$ cat src/rtl/syn_fft_pkg.sv
// Shared types and sizes for the FFT engine: sample/twiddle formats, host mode and
// sequencer states.
package syn_fft_pkg;

    localparam int P_FFT_NUM_SAMPLES = 128;
    localparam int P_FFT_ADDR_W      = 7;
    localparam int P_FFT_TWDL_W      = 10;

    typedef enum logic {
        NORMAL = 1'b0,
        CONFIG = 1'b1
    } fgyrus_mode_t;

    typedef struct packed {
        logic [P_FFT_TWDL_W-1:0] re;
        logic [P_FFT_TWDL_W-1:0] im;
    } fft_twdl_t;

    typedef enum logic [1:0] {
        IDLE  = 2'd0,
        ISSUE = 2'd1,
        DRAIN = 2'd2,
        DONE  = 2'd3
    } fft_seq_state_t;

endpackage

$ cat src/rtl/syn_fft_seq_if.sv
// Bundle between the FFT sequencer and its memories/datapath: sample RAM read and
// write-back ports, butterfly valid, twiddle read index, host twiddle load path.
interface syn_fft_seq_if
    import syn_fft_pkg::*;
#(
    parameter int P_ADDR_W = P_FFT_ADDR_W
);

    // Every *_en / *_vld strobe is valid-only: there is no ready, so the receiver must
    // take each strobed beat in the cycle it is presented, with its address/data.
    logic                  sram_rd_en_o;
    logic [P_ADDR_W-1:0]   sram_rd_addr_a_o;
    logic [P_ADDR_W-1:0]   sram_rd_addr_b_o;
    logic [P_ADDR_W-2:0]   twdl_rd_addr_o;
    logic                  bfly_vld_o;
    logic                  sram_wr_en_o;
    logic [P_ADDR_W-1:0]   sram_wr_addr_a_o;
    logic [P_ADDR_W-1:0]   sram_wr_addr_b_o;
    logic                  cfg_twdl_wr_en_i;
    logic [P_ADDR_W-2:0]   cfg_twdl_addr_i;
    fft_twdl_t             cfg_twdl_data_i;
    logic                  twdl_wr_en_o;
    logic [P_ADDR_W-2:0]   twdl_wr_addr_o;
    fft_twdl_t             twdl_wr_data_o;

    modport master (
        output sram_rd_en_o, sram_rd_addr_a_o, sram_rd_addr_b_o, twdl_rd_addr_o,
        output bfly_vld_o, sram_wr_en_o, sram_wr_addr_a_o, sram_wr_addr_b_o,
        output twdl_wr_en_o, twdl_wr_addr_o, twdl_wr_data_o,
        input  cfg_twdl_wr_en_i, cfg_twdl_addr_i, cfg_twdl_data_i
    );

    modport slave (
        input  sram_rd_en_o, sram_rd_addr_a_o, sram_rd_addr_b_o, twdl_rd_addr_o,
        input  bfly_vld_o, sram_wr_en_o, sram_wr_addr_a_o, sram_wr_addr_b_o,
        input  twdl_wr_en_o, twdl_wr_addr_o, twdl_wr_data_o,
        output cfg_twdl_wr_en_i, cfg_twdl_addr_i, cfg_twdl_data_i
    );

endinterface

$ cat src/rtl/syn_fft_addr_gen.sv
// Radix-2 DIT in-place addressing: maps (stage, butterfly index) to the operand pair
// and the twiddle index. Purely combinational.
module syn_fft_addr_gen
    import syn_fft_pkg::*;
#(
    parameter int P_ADDR_W = P_FFT_ADDR_W,
    parameter int P_S_W    = $clog2(P_FFT_ADDR_W)
) (
    input  logic [P_S_W-1:0]    stage,
    input  logic [P_ADDR_W-2:0] bfly,
    output logic [P_ADDR_W-1:0] addr_a,
    output logic [P_ADDR_W-1:0] addr_b,
    output logic [P_ADDR_W-2:0] twdl_idx
);

    localparam logic [P_ADDR_W-1:0] ONE    = P_ADDR_W'(1);
    localparam logic [P_S_W-1:0]    S_LAST = P_S_W'(P_ADDR_W - 1);

    logic [P_ADDR_W-1:0] j_ext;
    logic [P_ADDR_W-1:0] span;
    logic [P_ADDR_W-1:0] k;

    // Group base is j with its low s bits removed and shifted up by s+1; k is the
    // offset inside the group and also selects the twiddle, scaled to N/2 entries.
    always_comb begin
        j_ext    = {1'b0, bfly};
        span     = ONE << stage;
        k        = j_ext & (span - ONE);
        addr_a   = (((j_ext >> stage) << stage) << 1) | k;
        addr_b   = addr_a + span;
        twdl_idx = k[P_ADDR_W-2:0] << (S_LAST - stage);
    end

endmodule

$ cat src/rtl/syn_fft_seq.sv
// FFT sequencer: walks every radix-2 stage issuing one butterfly read per cycle,
// replays the addresses as write-backs after the butterfly latency, and forwards host
// twiddle loads while idle in CONFIG mode.
module syn_fft_seq
    import syn_fft_pkg::*;
#(
    parameter int P_NUM_SAMPLES = P_FFT_NUM_SAMPLES,
    parameter int P_ADDR_W      = P_FFT_ADDR_W,
    parameter int P_BFLY_LAT    = 4
) (
    input  logic           clk_ir,
    input  logic           rst_ih,
    input  fgyrus_mode_t   fgyrus_mode_i,
    input  logic           start_i,
    output logic           busy_o,
    output logic           done_o,
    output fft_seq_state_t state_dbg,
    syn_fft_seq_if.master  bus
);

    localparam int D   = P_BFLY_LAT + 1;
    localparam int S_W = $clog2(P_ADDR_W);
    localparam int J_W = P_ADDR_W - 1;
    localparam int C_W = $clog2(D + 1);

    localparam logic [J_W-1:0] J_LAST = J_W'(P_NUM_SAMPLES / 2 - 1);
    localparam logic [S_W-1:0] S_LAST = S_W'(P_ADDR_W - 1);
    localparam logic [C_W-1:0] C_LAST = C_W'(D - 1);

    fft_seq_state_t state, state_nxt;
    logic [S_W-1:0] stage, stage_nxt;
    logic [J_W-1:0] bfly, bfly_nxt;
    logic [C_W-1:0] drain_cnt, drain_cnt_nxt;

    logic                rd_en;
    logic [P_ADDR_W-1:0] gen_a;
    logic [P_ADDR_W-1:0] gen_b;
    logic [P_ADDR_W-2:0] gen_tw;
    logic                twdl_accept;

    logic [D-1:0]                dl_en;
    logic [D-1:0][P_ADDR_W-1:0]  dl_a;
    logic [D-1:0][P_ADDR_W-1:0]  dl_b;

    syn_fft_addr_gen #(
        .P_ADDR_W (P_ADDR_W),
        .P_S_W    (S_W)
    ) u_addr_gen (
        .stage    (stage),
        .bfly     (bfly),
        .addr_a   (gen_a),
        .addr_b   (gen_b),
        .twdl_idx (gen_tw)
    );

    always_ff @(posedge clk_ir) begin
        if (rst_ih) begin
            state     <= IDLE;
            stage     <= '0;
            bfly      <= '0;
            drain_cnt <= '0;
        end else begin
            state     <= state_nxt;
            stage     <= stage_nxt;
            bfly      <= bfly_nxt;
            drain_cnt <= drain_cnt_nxt;
        end
    end

    // Mode and start are only looked at in IDLE, so changes while busy are inert.
    always_comb begin
        state_nxt     = state;
        stage_nxt     = stage;
        bfly_nxt      = bfly;
        drain_cnt_nxt = drain_cnt;
        case (state)
            IDLE: begin
                if (start_i && fgyrus_mode_i == NORMAL) begin
                    state_nxt = ISSUE;
                    stage_nxt = '0;
                    bfly_nxt  = '0;
                end
            end
            ISSUE: begin
                if (bfly == J_LAST) begin
                    state_nxt     = DRAIN;
                    drain_cnt_nxt = '0;
                end else begin
                    bfly_nxt = bfly + J_W'(1);
                end
            end
            DRAIN: begin
                if (drain_cnt == C_LAST) begin
                    if (stage == S_LAST) begin
                        state_nxt = DONE;
                    end else begin
                        state_nxt = ISSUE;
                        stage_nxt = stage + S_W'(1);
                        bfly_nxt  = '0;
                    end
                end else begin
                    drain_cnt_nxt = drain_cnt + C_W'(1);
                end
            end
            DONE: begin
                state_nxt = IDLE;
            end
            default: begin
                state_nxt = IDLE;
            end
        endcase
    end

    assign rd_en                = (state == ISSUE);
    assign busy_o               = (state != IDLE);
    assign done_o               = (state == DONE);
    assign state_dbg            = state;
    assign bus.sram_rd_en_o     = rd_en;
    assign bus.sram_rd_addr_a_o = rd_en ? gen_a : '0;
    assign bus.sram_rd_addr_b_o = rd_en ? gen_b : '0;
    assign bus.twdl_rd_addr_o   = rd_en ? gen_tw : '0;

    // Tap 0 lines up with the 1-cycle RAM read; the last tap is the write-back slot.
    always_ff @(posedge clk_ir) begin
        if (rst_ih) begin
            dl_en <= '0;
            dl_a  <= '0;
            dl_b  <= '0;
        end else begin
            dl_en[0] <= rd_en;
            dl_a[0]  <= bus.sram_rd_addr_a_o;
            dl_b[0]  <= bus.sram_rd_addr_b_o;
            for (int i = 1; i < D; i++) begin
                dl_en[i] <= dl_en[i-1];
                dl_a[i]  <= dl_a[i-1];
                dl_b[i]  <= dl_b[i-1];
            end
        end
    end

    assign bus.bfly_vld_o       = dl_en[0];
    assign bus.sram_wr_en_o     = dl_en[D-1];
    assign bus.sram_wr_addr_a_o = dl_a[D-1];
    assign bus.sram_wr_addr_b_o = dl_b[D-1];

    assign twdl_accept = bus.cfg_twdl_wr_en_i && (fgyrus_mode_i == CONFIG) && (state == IDLE);

    always_ff @(posedge clk_ir) begin
        if (rst_ih) begin
            bus.twdl_wr_en_o   <= 1'b0;
            bus.twdl_wr_addr_o <= '0;
            bus.twdl_wr_data_o <= '0;
        end else begin
            bus.twdl_wr_en_o <= twdl_accept;
            if (twdl_accept) begin
                bus.twdl_wr_addr_o <= bus.cfg_twdl_addr_i;
                bus.twdl_wr_data_o <= bus.cfg_twdl_data_i;
            end
        end
    end

endmodule

$ cat src/flat_wrapper.sv
// flat-port wrapper written by rule: the top's interface ports become plain ports
module syn_fft_seq_flat import syn_fft_pkg::*;
#(
    parameter int P_NUM_SAMPLES = P_FFT_NUM_SAMPLES,
    parameter int P_ADDR_W      = P_FFT_ADDR_W,
    parameter int P_BFLY_LAT    = 4
)
  (clk_ir, rst_ih, fgyrus_mode_i, start_i, busy_o, done_o, state_dbg, bus_sram_rd_en_o, bus_sram_rd_addr_a_o, bus_sram_rd_addr_b_o, bus_twdl_rd_addr_o, bus_bfly_vld_o, bus_sram_wr_en_o, bus_sram_wr_addr_a_o, bus_sram_wr_addr_b_o, bus_twdl_wr_en_o, bus_twdl_wr_addr_o, bus_twdl_wr_data_o, bus_cfg_twdl_wr_en_i, bus_cfg_twdl_addr_i, bus_cfg_twdl_data_i);
  syn_fft_seq_if #(.P_ADDR_W(P_ADDR_W)) bus_i ();
  input  logic clk_ir;
  input  logic rst_ih;
  input  fgyrus_mode_t fgyrus_mode_i;
  input  logic start_i;
  output logic busy_o;
  output logic done_o;
  output fft_seq_state_t state_dbg;
  output wire logic [$bits(bus_i.sram_rd_en_o)-1:0] bus_sram_rd_en_o;
  output wire logic [$bits(bus_i.sram_rd_addr_a_o)-1:0] bus_sram_rd_addr_a_o;
  output wire logic [$bits(bus_i.sram_rd_addr_b_o)-1:0] bus_sram_rd_addr_b_o;
  output wire logic [$bits(bus_i.twdl_rd_addr_o)-1:0] bus_twdl_rd_addr_o;
  output wire logic [$bits(bus_i.bfly_vld_o)-1:0] bus_bfly_vld_o;
  output wire logic [$bits(bus_i.sram_wr_en_o)-1:0] bus_sram_wr_en_o;
  output wire logic [$bits(bus_i.sram_wr_addr_a_o)-1:0] bus_sram_wr_addr_a_o;
  output wire logic [$bits(bus_i.sram_wr_addr_b_o)-1:0] bus_sram_wr_addr_b_o;
  output wire logic [$bits(bus_i.twdl_wr_en_o)-1:0] bus_twdl_wr_en_o;
  output wire logic [$bits(bus_i.twdl_wr_addr_o)-1:0] bus_twdl_wr_addr_o;
  output wire logic [$bits(bus_i.twdl_wr_data_o)-1:0] bus_twdl_wr_data_o;
  input wire logic [$bits(bus_i.cfg_twdl_wr_en_i)-1:0] bus_cfg_twdl_wr_en_i;
  input wire logic [$bits(bus_i.cfg_twdl_addr_i)-1:0] bus_cfg_twdl_addr_i;
  input wire logic [$bits(bus_i.cfg_twdl_data_i)-1:0] bus_cfg_twdl_data_i;
  assign bus_sram_rd_en_o = bus_i.sram_rd_en_o;
  assign bus_sram_rd_addr_a_o = bus_i.sram_rd_addr_a_o;
  assign bus_sram_rd_addr_b_o = bus_i.sram_rd_addr_b_o;
  assign bus_twdl_rd_addr_o = bus_i.twdl_rd_addr_o;
  assign bus_bfly_vld_o = bus_i.bfly_vld_o;
  assign bus_sram_wr_en_o = bus_i.sram_wr_en_o;
  assign bus_sram_wr_addr_a_o = bus_i.sram_wr_addr_a_o;
  assign bus_sram_wr_addr_b_o = bus_i.sram_wr_addr_b_o;
  assign bus_twdl_wr_en_o = bus_i.twdl_wr_en_o;
  assign bus_twdl_wr_addr_o = bus_i.twdl_wr_addr_o;
  assign bus_twdl_wr_data_o = bus_i.twdl_wr_data_o;
  assign bus_i.cfg_twdl_wr_en_i = bus_cfg_twdl_wr_en_i;
  assign bus_i.cfg_twdl_addr_i = bus_cfg_twdl_addr_i;
  assign bus_i.cfg_twdl_data_i = bus_cfg_twdl_data_i;
  syn_fft_seq #(.P_NUM_SAMPLES(P_NUM_SAMPLES), .P_ADDR_W(P_ADDR_W), .P_BFLY_LAT(P_BFLY_LAT)) u_core (.clk_ir(clk_ir), .rst_ih(rst_ih), .fgyrus_mode_i(fgyrus_mode_i), .start_i(start_i), .busy_o(busy_o), .done_o(done_o), .state_dbg(state_dbg), .bus(bus_i));
endmodule
$ cat config.mk
export PLATFORM = sky130hd
export DESIGN_NAME = syn_fft_seq_flat
export DESIGN_NICKNAME = d
export VERILOG_FILES = /design/src/rtl/syn_fft_pkg.sv /design/src/rtl/syn_fft_seq_if.sv /design/src/rtl/syn_fft_addr_gen.sv /design/src/rtl/syn_fft_seq.sv /design/src/flat_wrapper.sv
export SDC_FILE = /design/constraint.sdc
export NUM_CORES = 1
export LEC_CHECK = 0
export CAP_MARGIN = 10
export CORE_MARGIN = 10
export CORE_UTILIZATION = 57
export DETAILED_ROUTE_END_ITERATION = 10
export DONT_BUFFER_PORTS = 1
export PLACE_DENSITY = 0.72
export SETUP_SLACK_MARGIN = 0.1
export SLEW_MARGIN = 5
export SYNTH_ARGS = -nofsm -noshare
export SYNTH_HDL_FRONTEND = slang
export SYNTH_SLANG_ARGS = --single-unit
export TNS_END_PERCENT = 20
$ cat constraint.sdc
create_clock -name clk_ir -period 4.55 [get_ports clk_ir]
set_clock_uncertainty 0.15 [all_clocks]
set_input_delay 0.91 -clock clk_ir [delete_from_list [all_inputs] [get_ports clk_ir]]
set_output_delay 0.91 -clock clk_ir [all_outputs]
set_load 0.005 [all_outputs]
==> run metrics, run 1 <==
Via density 5.35; P_leak 2.04 nW; global-route wire length before repair 15.2 mm; Die X-Extent 110 um; Ys Warns 0; status complete, no violations; Crit path largest cell delay 0.38 ns; Initial DRT Pass Iterations 4; gr ovfl total 0; Die ar. 12000 um^2; CP bufs+invs 2; GPL Wtd Cong 0.845; worst-skew pair later-pin latency 0.50 ns; CP Data Arrival Time 3.25 ns; Final TNS setup 0 ns; DPL Wire Length 6.73 mm; EDFF count, synth 0; routed wire length 9.74 mm; Slew Limit Fails 0; Diodes inserted 0; hold_ws 0.281 ns; Slew HR 32.0%; Iteration-0 DRC Markers 172; pwr dens 527 nW/um^2; fin crit share 94.7%; antenna violations before repair 0; CTS Root Cell clkbuf_8; share of cells above drive strength 1 12.7%; crit-path max FO 8; H-tree depth 4; Syn Nets 558; TritonCTS Buffers 17; Crit-path slowest cell dfxtp_4; CP startpoint kind flip-flop; fin crit period 4.31 ns; Antenna Nets Post-Route 0; Setup Crit Path Kind reg -> out; fraction of registers with async set/reset 0%; maximum vdd drop 0.237 mV; Crit path max-delay family simple AND/OR/NAND/NOR gates; count of final hold-check violations 0; Netlist Area Pre-Place 4580 um^2; Net count, final 541; CP cell instances inv_4 -> ha_2 -> nor2b_1 -> xor2_1 -> and2_2 -> a21oi_2 -> inv_1 -> ha_1 -> nor2b_2 -> o31a_1 -> o21ai_2 -> a21oi_2 -> nor3b_2; CP required 3.49 ns; CTS max path bufs 2; starting density of the core 59.0%; Highest Clock Rate 0.232 GHz; io pins 99; # Max-Cap Violations 0; clock sinks 116; Area growth, synth to finish 13.9%; Setup-failing EPs final 0; Yosys reg bits 116; vias in the first global route 3120; CP endpoint kind output pin; DP Area 4530 um^2; DRC violations left 0; Seq/Total Area, Yosys 50.7%; maximum number of pins on one net before global-route repair 103; number of port buffers 0; Syn Area/Cell 9.04 um^2; DR WL/cell 16.1 um; CTS tree yes; setup repair after global routing missed its margin false; Yosys cell types 50; Post-Syn Instances 507; worst slew pin tran 1.02 ns; CP most frequent cell a21oi_2; total track usage 16.0%; Placeable Area 7770 um^2; vias 3238; Worst Hold Class reg -> reg; die height 110 um; CTS clk-pin slew, worst paths 0.06 ns; Site Rows 32; Main synth FF type dfxtp_1; fin area 5220 um^2
## sequential cells by signal, indices dropped and copies added (netlist names)
| name | cells |
|---|---|
| u_core.dl_a | 28 |
| u_core.dl_b | 28 |
| u_core.bus.twdl_wr_data_o | 20 |
| u_core.bus.sram_wr_addr_a_o | 7 |
| u_core.bus.sram_wr_addr_b_o | 7 |
| u_core.bfly | 6 |
| u_core.bus.twdl_wr_addr_o | 6 |
| u_core.dl_en | 5 |
| u_core.drain_cnt | 3 |
| u_core.stage | 3 |
| u_core.state_dbg | 2 |
| u_core.bus.twdl_wr_en_o | 1 |
## cell usage in the layout (no fill, tap or decap), types with 2 or more instances in the layout
cell / count
dfxtp_1: 113
nor2b_1: 68
nand2_1: 67
a21oi_1: 38
nor2_1: 29
nand3_1: 17
clkbuf_16: 16
inv_1: 15
ha_1: 15
o21ai_0: 11
and2_1: 8
a211oi_1: 8
and3_1: 7
xor2_1: 5
buf_4: 5
nor3_1: 4
clkinvlp_4: 4
nand2b_1: 3
ha_4: 3
clkinv_4: 3
inv_6: 3
a21oi_2: 2
nand2_2: 2
inv_4: 2
xnor2_1: 2
a21o_1: 2
a32oi_1: 2
nand4_1: 2
or3_1: 2
a2bb2oi_1: 2
clkbuf_8: 2
clkinv_2: 2
bufinv_16: 2
dfxtp_4: 2
## final cells by class
type | count | area (um^2)
fillers | 640 | 2550
flip-flops and latches | 116 | 2330
multi-input cells | 333 | 2070
clock buffers | 18 | 428
clock inverters | 14 | 153
well taps | 102 | 128
inverters | 17 | 68.8
repair buffers | 5 | 37.5
## what timing repair did
item / in CTS / in global routing
hold buffers: 0 / 0
setup endpoints to repair: 4 / 3
pin swaps: 0 / 2
setup buffers: 0 / 1
gates resized for setup: 12 / 15
## report_power, final
part	internal, W	switching, W	total, W
combinational	0.000127	0.000250	0.000378
clock	0.000797	0.000462	0.00126
sequential	0.00107	0.0000490	0.00112
total	0.00199	0.000761	0.00275
## Yosys cell counts, types with 2 or more instances
cell type,count,share of area (%)
a211oi_1,8,1.3
a21o_1,2,0.33
a21oi_1,40,4.4
a22oi_1,2,0.33
a2bb2oi_1,2,0.38
a32oi_1,3,0.57
and2_1,9,1.2
and3_1,7,0.96
buf_4,14,2.3
clkbuf_1,27,2.2
dfxtp_1,116,51
ha_1,19,5.2
inv_1,17,1.4
nand2_1,68,5.6
nand2b_1,4,0.55
nand3_1,17,1.9
nand4_1,2,0.27
nor2_1,29,2.4
nor2b_1,69,9.4
nor3_1,4,0.44
nor3b_1,2,0.33
o21ai_0,12,1.3
or3_1,2,0.27
xnor2_1,2,0.38
xor2_1,5,0.96
## stage by stage
| step | std cells | total power, W | util (%) | setup WS [ns] |
|---|---|---|---|---|
| 2_1_floorplan | 507 | 0.00142 | - | 0.475 |
| 3_3_place_gp | 572 | 0.00149 | 58.4 | 0.373 |
| 3_5_place_dp | 572 | 0.00150 | 58.4 | 0.252 |
| 4_1_cts | 604 | 0.00277 | 66.4 | 0.110 |
| 5_1_grt | 605 | 0.00288 | 67.2 | 0.112 |
| 6_report | 605 | 0.00275 | 67.2 | 0.243 |
## worst paths after layout
check                               startpoint                         end  slack [ns]  cells after the start
setup / recovery  u_core.stage[0]$_SDFFE_PP0P_     bus_sram_rd_addr_b_o[6]        0.24                     13
hold / removal      u_core.dl_a[14]$_SDFF_PP0_  u_core.dl_a[21]$_SDFF_PP0_        0.28                      1
setup reg to reg  u_core.stage[0]$_SDFFE_PP0P_   u_core.dl_b[4]$_SDFF_PP0_        1.44                     12
hold reg to reg     u_core.dl_a[14]$_SDFF_PP0_  u_core.dl_a[21]$_SDFF_PP0_        0.28                      1
## layer usage
layer	up-vias	wire [um]	global-route usage, %
met4	0	140	6.60
met2	96	5140	28.2
met5	-	0	0
li1	1628	-	-
met1	1498	3820	17.1
met3	16	644	5.56
## kinds of logic after synthesis
group | Yosys count | synth area share (%)
flip-flops | 116 | 50.7
other | 1 | 0.0818
buffers and inverters | 58 | 5.90
AND/OR/NAND/NOR | 222 | 24.8
AO/OA/AOI/OAI | 83 | 11.5
adder cells (fa/ha/maj) | 20 | 5.62
XOR/XNOR | 7 | 1.34
Power figures use the tool's default switching activity.
==> inputs of run 2 (changes only) <==
- ABC_AREA: unset -> 1
- ABC_CLOCK_PERIOD_IN_PS: unset -> 4550
==> run metrics, run 2 <==
status complete, no violations; starting density of the core 59.2% (+0.20 points); Worst Hold Class reg -> reg; CTS tree yes; GPL Wtd Cong 0.918 (+8.6%); CTS max path bufs 2 (unchanged); most frequent cells in the layout inv_1, dfxtp_1, nor2_1; hold buffers post-CTS 0 (unchanged); global-route wire length before repair 18.3 mm (+20%); Slew HR 49.1% (+17 points); Yosys reg bits 116 (unchanged); antenna violations before repair 0 (unchanged); Post-Syn Instances 651 (+28%); Final TNS setup 0 ns (unchanged); top-count cell post-synth inv_1; CP startpoint kind flip-flop; Initial DRT Pass Iterations 7 (+3); CP most frequent cell nand2_1; TritonCTS Buffers 17 (unchanged); count of final hold-check violations 0 (unchanged); EDFF count, synth 0 (unchanged); switch share 35.4% (+7.7 points); Via density 5.00 (-6.6%); Setup Crit Path Kind reg -> out; Highest Clock Rate 0.233 GHz (+0.37%); Ys Warns 0 (unchanged); Site Rows 33 (+3.1%); worst slew pin tran 0.763 ns (-0.254 ns); share of cells above drive strength 1 13.6% (+0.89 points); clock group share of total power 36.4% (-9.3 points); most common cell after layout, fill and taps aside inv_1; hold_ws 0.247 ns (-0.0335 ns); Multi-input gate area 1920 um^2 (-7.2%); Placeable Area 8300 um^2 (+6.8%); Netlist Area Pre-Place 4910 um^2 (+7.2%); CP Data Arrival Time 3.23 ns (-0.02 ns); Seq/Total Area, Yosys 47.3% (-3.4 points); Die ar. 12700 um^2 (+5.9%); Syn Area/Cell 7.55 um^2 (-17%); combinational power share 31.8% (+18 points); Regs by FF count u_core.dl_a: 28 flops, u_core.dl_b: 28 flops, u_core.bus.twdl_wr_data_o: 20 flops; clock sinks 116 (unchanged); CP required 3.49 ns (about the same); io pins 99 (unchanged); CP cell instances buf_4 -> inv_4 -> buf_8 -> nand2_1 -> nand2_1 -> nand3_2 -> nand2_1 -> nand2_1 -> nor2_2 -> nand2_1 -> nand2_1 -> inv_1 -> fa_2 -> nor2_2 -> o21ai_1 -> nand2_1 -> nand2_1 -> nand2_1 -> a21oi_2 -> inv_1 -> nand3_1 -> nand3_2 -> inv_2; routed wire length 11.1 mm (+14%); setup repair after global routing missed its margin true; H-tree depth 4 (unchanged); Crit-path slowest cell dfxtp_4; Net count, final 699 (+29%); Main synth FF type dfxtp_1; # fillers 656 (+2.5%); Switching Power 0.00132 W (+74%); worst reg2reg path depth 23 (+11); CTS clk-pin slew, worst paths 0.06 ns (about the same); register area 2330 um^2 (-0.16%); fin crit share 94.3% (-0.35 points); pwr dens 659 nW/um^2 (+25%); vias in the first global route 3787 (+21%); vias 3831 (+18%); Yosys cell types 39 (-22%); Yosys top cell by area dfxtp_1; DR WL/cell 14.5 um (-10%); die height 113 um (+2.9%); Crit path largest cell delay 0.37 ns (about the same); Flop pwr share 31.8% (-8.7 points); Synth top area share 47.3% (-3.4 points); fin crit period 4.29 ns (-0.0160 ns); gr ovfl total 0 (unchanged); CTS Root Cell clkbuf_8; Setup-failing EPs final 0 (unchanged); synth top area cells dfxtp_1, inv_1, nor2_1, nand2_1, ha_1; DPL Wire Length 8.08 mm (+20%); # Max-Cap Violations 0 (unchanged); Slew Limit Fails 0 (unchanged); Syn Nets 702 (+26%); CP endpoint kind output pin; maximum number of pins on one net before global-route repair 73 (-29%); Area growth, synth to finish 15.5%; Diodes inserted 0 (unchanged); worst-skew pair later-pin latency 0.49 ns (about the same); internal power 0.00242 W (+22%); crit-path max FO 11 (+3); fraction of registers with async set/reset 0% (unchanged); Antenna Nets Post-Route 0 (unchanged); maximum vdd drop 0.342 mV (+44%); DRC violations left 0 (unchanged); Iteration-0 DRC Markers 261 (+52%); total track usage 17.4% (+1.5 points); Die X-Extent 113 um (+2.9%); number of port buffers 0 (unchanged); P_leak 2.42 nW (+19%); hold depth 2 (+1); synth cell count leaders inv_1, dfxtp_1, nor2_1
==> run 2: changes by cell type in the layout (fill, tap and decap cells not counted), sizes merged, moves of 12 or more <==
cell	before	now
nor2	29	102
buf	5	17
nand3	17	31
nor2b	69	0
o21ai	12	47
inv	20	148
==> run 2: area by class of cell <==
cell class	instances	area share [%]
Clock buffer	18	7.54
Clock inverter	14	3.33
Inverter	141	9.41
Multi-Input combinational cell	355	33.9
Sequential cell	116	41.0
Tap cell	105	2.31
Timing Repair Buffer	17	2.51
==> run 2: path summary, 6_finish.rpt <==
| kind | from | endpoint | slack (ns) |
|---|---|---|---|
| setup / recovery | u_core.stage[0]$_SDFFE_PP0P_ | bus_sram_rd_addr_b_o[6] | 0.26 |
| hold / removal | u_core.dl_a[24]$_SDFF_PP0_ | u_core.bus.sram_wr_addr_a_o[3]$_SDFF_PP0_ | 0.25 |
| setup reg to reg | u_core.stage[0]$_SDFFE_PP0P_ | u_core.dl_b[6]$_SDFF_PP0_ | 1.57 |
| hold reg to reg | u_core.dl_a[24]$_SDFF_PP0_ | u_core.bus.sram_wr_addr_a_o[3]$_SDFF_PP0_ | 0.25 |
==> run 2: kinds of logic after synthesis <==
kind of cell | count (synthesis) | share of synthesized area [%]
flops | 116 | 47.3
buf+inv | 180 | 15.7
simple gates | 226 | 19.8
other cells | 1 | 0.0763
compound gates | 106 | 11.6
xor+xnor | 2 | 0.357
fa+ha+maj | 20 | 5.25
==> run 2: critical path: cells and delay by family, from the launching register on <==
kind                     cells  cell delay (ns)
flip-flops                   1             0.37
AO/OA/AOI/OAI                2             0.14
AND/OR/NAND/NOR             14             1.27
adder cells (fa/ha/maj)      1             0.36
buffers and inverters        6             0.59
==> run 2: per-layer routing <==
layer | share of wire [%] | GRT usage (%)
met5 | 0 | 0
met2 | 50 | 29.2
met3 | 6.2 | 5.65
met4 | 1.4 | 6.51
met1 | 43 | 20.3
==> run 2: metrics by stage <==
stage / instance area, um^2 / setup WS, ns / std cells / power, W / util, %
3_3_place_gp: 4880 / 0.449 / 727 / 0.00220 / 58.8
4_1_cts: 5540 / 0.108 / 760 / 0.00363 / 66.8
5_1_grt: 5680 / 0.0291 / 766 / 0.00398 / 68.4
6_report: 5680 / 0.259 / 766 / 0.00374 / 68.4
3_5_place_dp: 4880 / 0.364 / 727 / 0.00221 / 58.8
2_1_floorplan: 4910 / 0.608 / 651 / 0.00196 / -
==> run 2: power by group through the flow <==
stage	combinational, W	clock (W)	sequential (W)
after floorplan	0.000771	0	0.00119
after global placement	0.000998	0	0.00121
after detailed placement	0.00100	0	0.00121
after CTS	0.00106	0.00138	0.00119
after global routing	0.00134	0.00143	0.00120
final	0.00119	0.00136	0.00119
==> run 2: timing repair <==
action	in CTS	in global routing
resized for setup	13	23
endpoints found under the setup margin	3	3
buffers inserted	1	6
pin swaps	2	8
==> inputs of run 3 (changes only) <==
- ABC_CLOCK_PERIOD_IN_PS: 4550 -> 5200
- clock period: 4.55 -> 5.2 ns (I/O delays scaled with it)
==> run metrics, run 3 (synthesis gave the netlist of run 2 again) <==
pwr dens 546 nW/um^2 (-17%); Slew Limit Fails 0 (unchanged); # Max-Cap Violations 0 (unchanged); Site Rows 33 (unchanged); worst-skew pair later-pin latency 0.49 ns (about the same); antenna violations before repair 0 (unchanged); starting density of the core 59.2% (unchanged); CP Data Arrival Time 3.53 ns (+0.30 ns); Diodes inserted 0 (unchanged); DPL Wire Length 7.52 mm (-7.0%); CP endpoint kind output pin; clock sinks 116 (unchanged); io pins 99 (unchanged); share of cells above drive strength 1 8.96% (-4.7 points); maximum number of pins on one net before global-route repair 73 (unchanged); Highest Clock Rate 0.212 GHz; fin crit period 4.72 ns; Placeable Area 8300 um^2 (unchanged); hold_ws 0.245 ns (-0.00262 ns); hold buffers post-CTS 0 (unchanged); routed wire length 10.5 mm (-5.5%); CTS tree yes; CP required 4.01 ns (+0.52 ns); count of final hold-check violations 0 (unchanged); Setup Crit Path Kind reg -> out; maximum vdd drop 0.319 mV (-6.7%); Worst Hold Class reg -> reg; global-route wire length before repair 17.9 mm (-2.4%); P_leak 2.30 nW (-4.8%); most common cell after layout, fill and taps aside inv_1; hold endpoint u_core.bus.sram_wr_addr_a_o[1]$_SDFF_PP0_; Regs by FF count u_core.dl_a: 28 flops, u_core.dl_b: 28 flops, u_core.bus.twdl_wr_data_o: 20 flops; die height 113 um (unchanged); number of port buffers 0 (unchanged); CP startpoint kind flip-flop; worst reg2reg path depth 21 (-8.7%); Initial DRT Pass Iterations 6 (-1); Die X-Extent 113 um (unchanged); Net count, final 686 (-1.9%); Die ar. 12700 um^2 (unchanged); Worst Hold Launch u_core.dl_a[22]$_SDFF_PP0_; DRC violations left 0 (unchanged); final core utilization 65.0% (-3.4 points); fin crit share 90.8%; vias in the first global route 3820 (+0.87%); reg2reg setup slack 1.94 ns (+0.37 ns); CTS Root Cell clkbuf_8; RR Startpoint u_core.stage[1]$_SDFFE_PP0P_; GPL Wtd Cong 0.956 (+4.1%); TritonCTS Buffers 17 (unchanged); Iteration-0 DRC Markers 259 (-0.77%); H-tree depth 4 (unchanged); CTS max path bufs 2 (unchanged); total track usage 16.7% (-0.72 points); DR WL/cell 13.9 um (-3.8%); most frequent cells in the layout inv_1, dfxtp_1, nor2_1; CTS clk-pin slew, worst paths 0.06 ns (about the same); setup repair after global routing missed its margin false; hold depth 2 (unchanged); Reg-to-Reg End u_core.dl_b[6]$_SDFF_PP0_; Area growth, synth to finish 9.73%; Via density 5.07 (+1.3%); Slew HR 46.5% (-2.6 points); Antenna Nets Post-Route 0 (unchanged); vias 3809 (-0.57%); Final TNS setup 0 ns (unchanged); critical path launch point u_core.stage[1]$_SDFFE_PP0P_; crit-path max FO 13 (+2); status complete, no violations; worst slew pin tran 0.802 ns (+0.0390 ns); gr ovfl total 0 (unchanged); Setup-failing EPs final 0 (unchanged)
==> run 3: cell types whose count changed in the layout (fill, tap and decap cells not counted), moves of 3 or more <==
| cell | previous run | this run |
|---|---|---|
| buf_4 | 14 | 4 |
| ha_1 | 14 | 19 |
| ha_4 | 4 | 0 |
| nand3_1 | 25 | 29 |
| nand3_2 | 6 | 2 |
| clkinvlp_4 | 2 | 5 |
| inv_1 | 133 | 136 |
| inv_2 | 6 | 3 |
| nand2_1 | 67 | 70 |
==> run 3: through the flow <==
| stage | instance area, um^2 | setup slack [ns] | total power, W | instances |
|---|---|---|---|---|
| finish | 5390 | 0.478 | 0.00295 | 752 |
| CTS | 5380 | 0.204 | 0.00295 | 752 |
| global route | 5390 | 0.0895 | 0.00314 | 752 |
| global placement | 4820 | 0.812 | 0.00185 | 719 |
| detailed placement | 4820 | 0.629 | 0.00188 | 719 |
| floorplan | 4910 | 1.13 | 0.00172 | 651 |
==> run 3: metal layers <==
layer | vias up | track usage (%) | part of all wire [%]
met2 | 132 | 27.3 | 48
met3 | 36 | 6.81 | 8.3
met4 | 0 | 8.12 | 3.4
met1 | 1689 | 18.5 | 41
li1 | 1952 | - | -
met5 | - | 0 | 0
==> run 3: worst max-delay path: stages, from the launching register on <==
cell	delay, ns
dfxtp_2	0.40
inv_4	0.10
ha_1	0.20
inv_1	0.07
nor2_2	0.15
inv_1	0.10
ha_1	0.23
or2_1	0.25
nand3_1	0.09
nand2_1	0.08
ha_1	0.31
inv_1	0.07
nor2_1	0.05
o21ai_1	0.13
nand2_1	0.08
nand2_1	0.08
nand2_1	0.07
a21oi_2	0.20
inv_1	0.06
nand3_1	0.09
nand3_2	0.11
inv_1	0.12
==> run 3: where the power goes <==
| part | total [W] | internal, W | switching [W] |
|---|---|---|---|
| Combinational | 0.000833 | 0.000262 | 0.000572 |
| Sequential | 0.00106 | 0.000978 | 0.0000846 |
| Clock | 0.00105 | 0.000634 | 0.000416 |
==> run 3: area by class of cell <==
cell class,count,area [um^2]
fillers,721,2910
flip-flops and latches,116,2330
multi-input cells,355,1830
inverters,141,534
clock buffers,17,414
well taps,105,131
clock inverters,14,130
repair buffers,4,30.0
==> run 3: worst max-delay path by stage <==
stage / depth (start not counted) / slack [ns] / end
2_1_floorplan: 23 / 1.13 / bus_sram_rd_addr_b_o[6]
3_3_place_gp: 21 / 0.81 / bus_sram_rd_addr_b_o[6]
3_5_place_dp: 21 / 0.63 / bus_sram_rd_addr_b_o[6]
4_1_cts: 21 / 0.20 / bus_sram_rd_addr_b_o[6]
5_1_grt: 21 / 0.09 / bus_sram_rd_addr_b_o[6]
6_report: 21 / 0.48 / bus_sram_rd_addr_b_o[6]
==> run 3: what timing repair did <==
item                                   CTS  global route
resized for setup                        0             8
endpoints found under the hold margin    0             0
setup endpoints to repair                1             1
pin swaps                                0             1
buffers inserted                         2             0
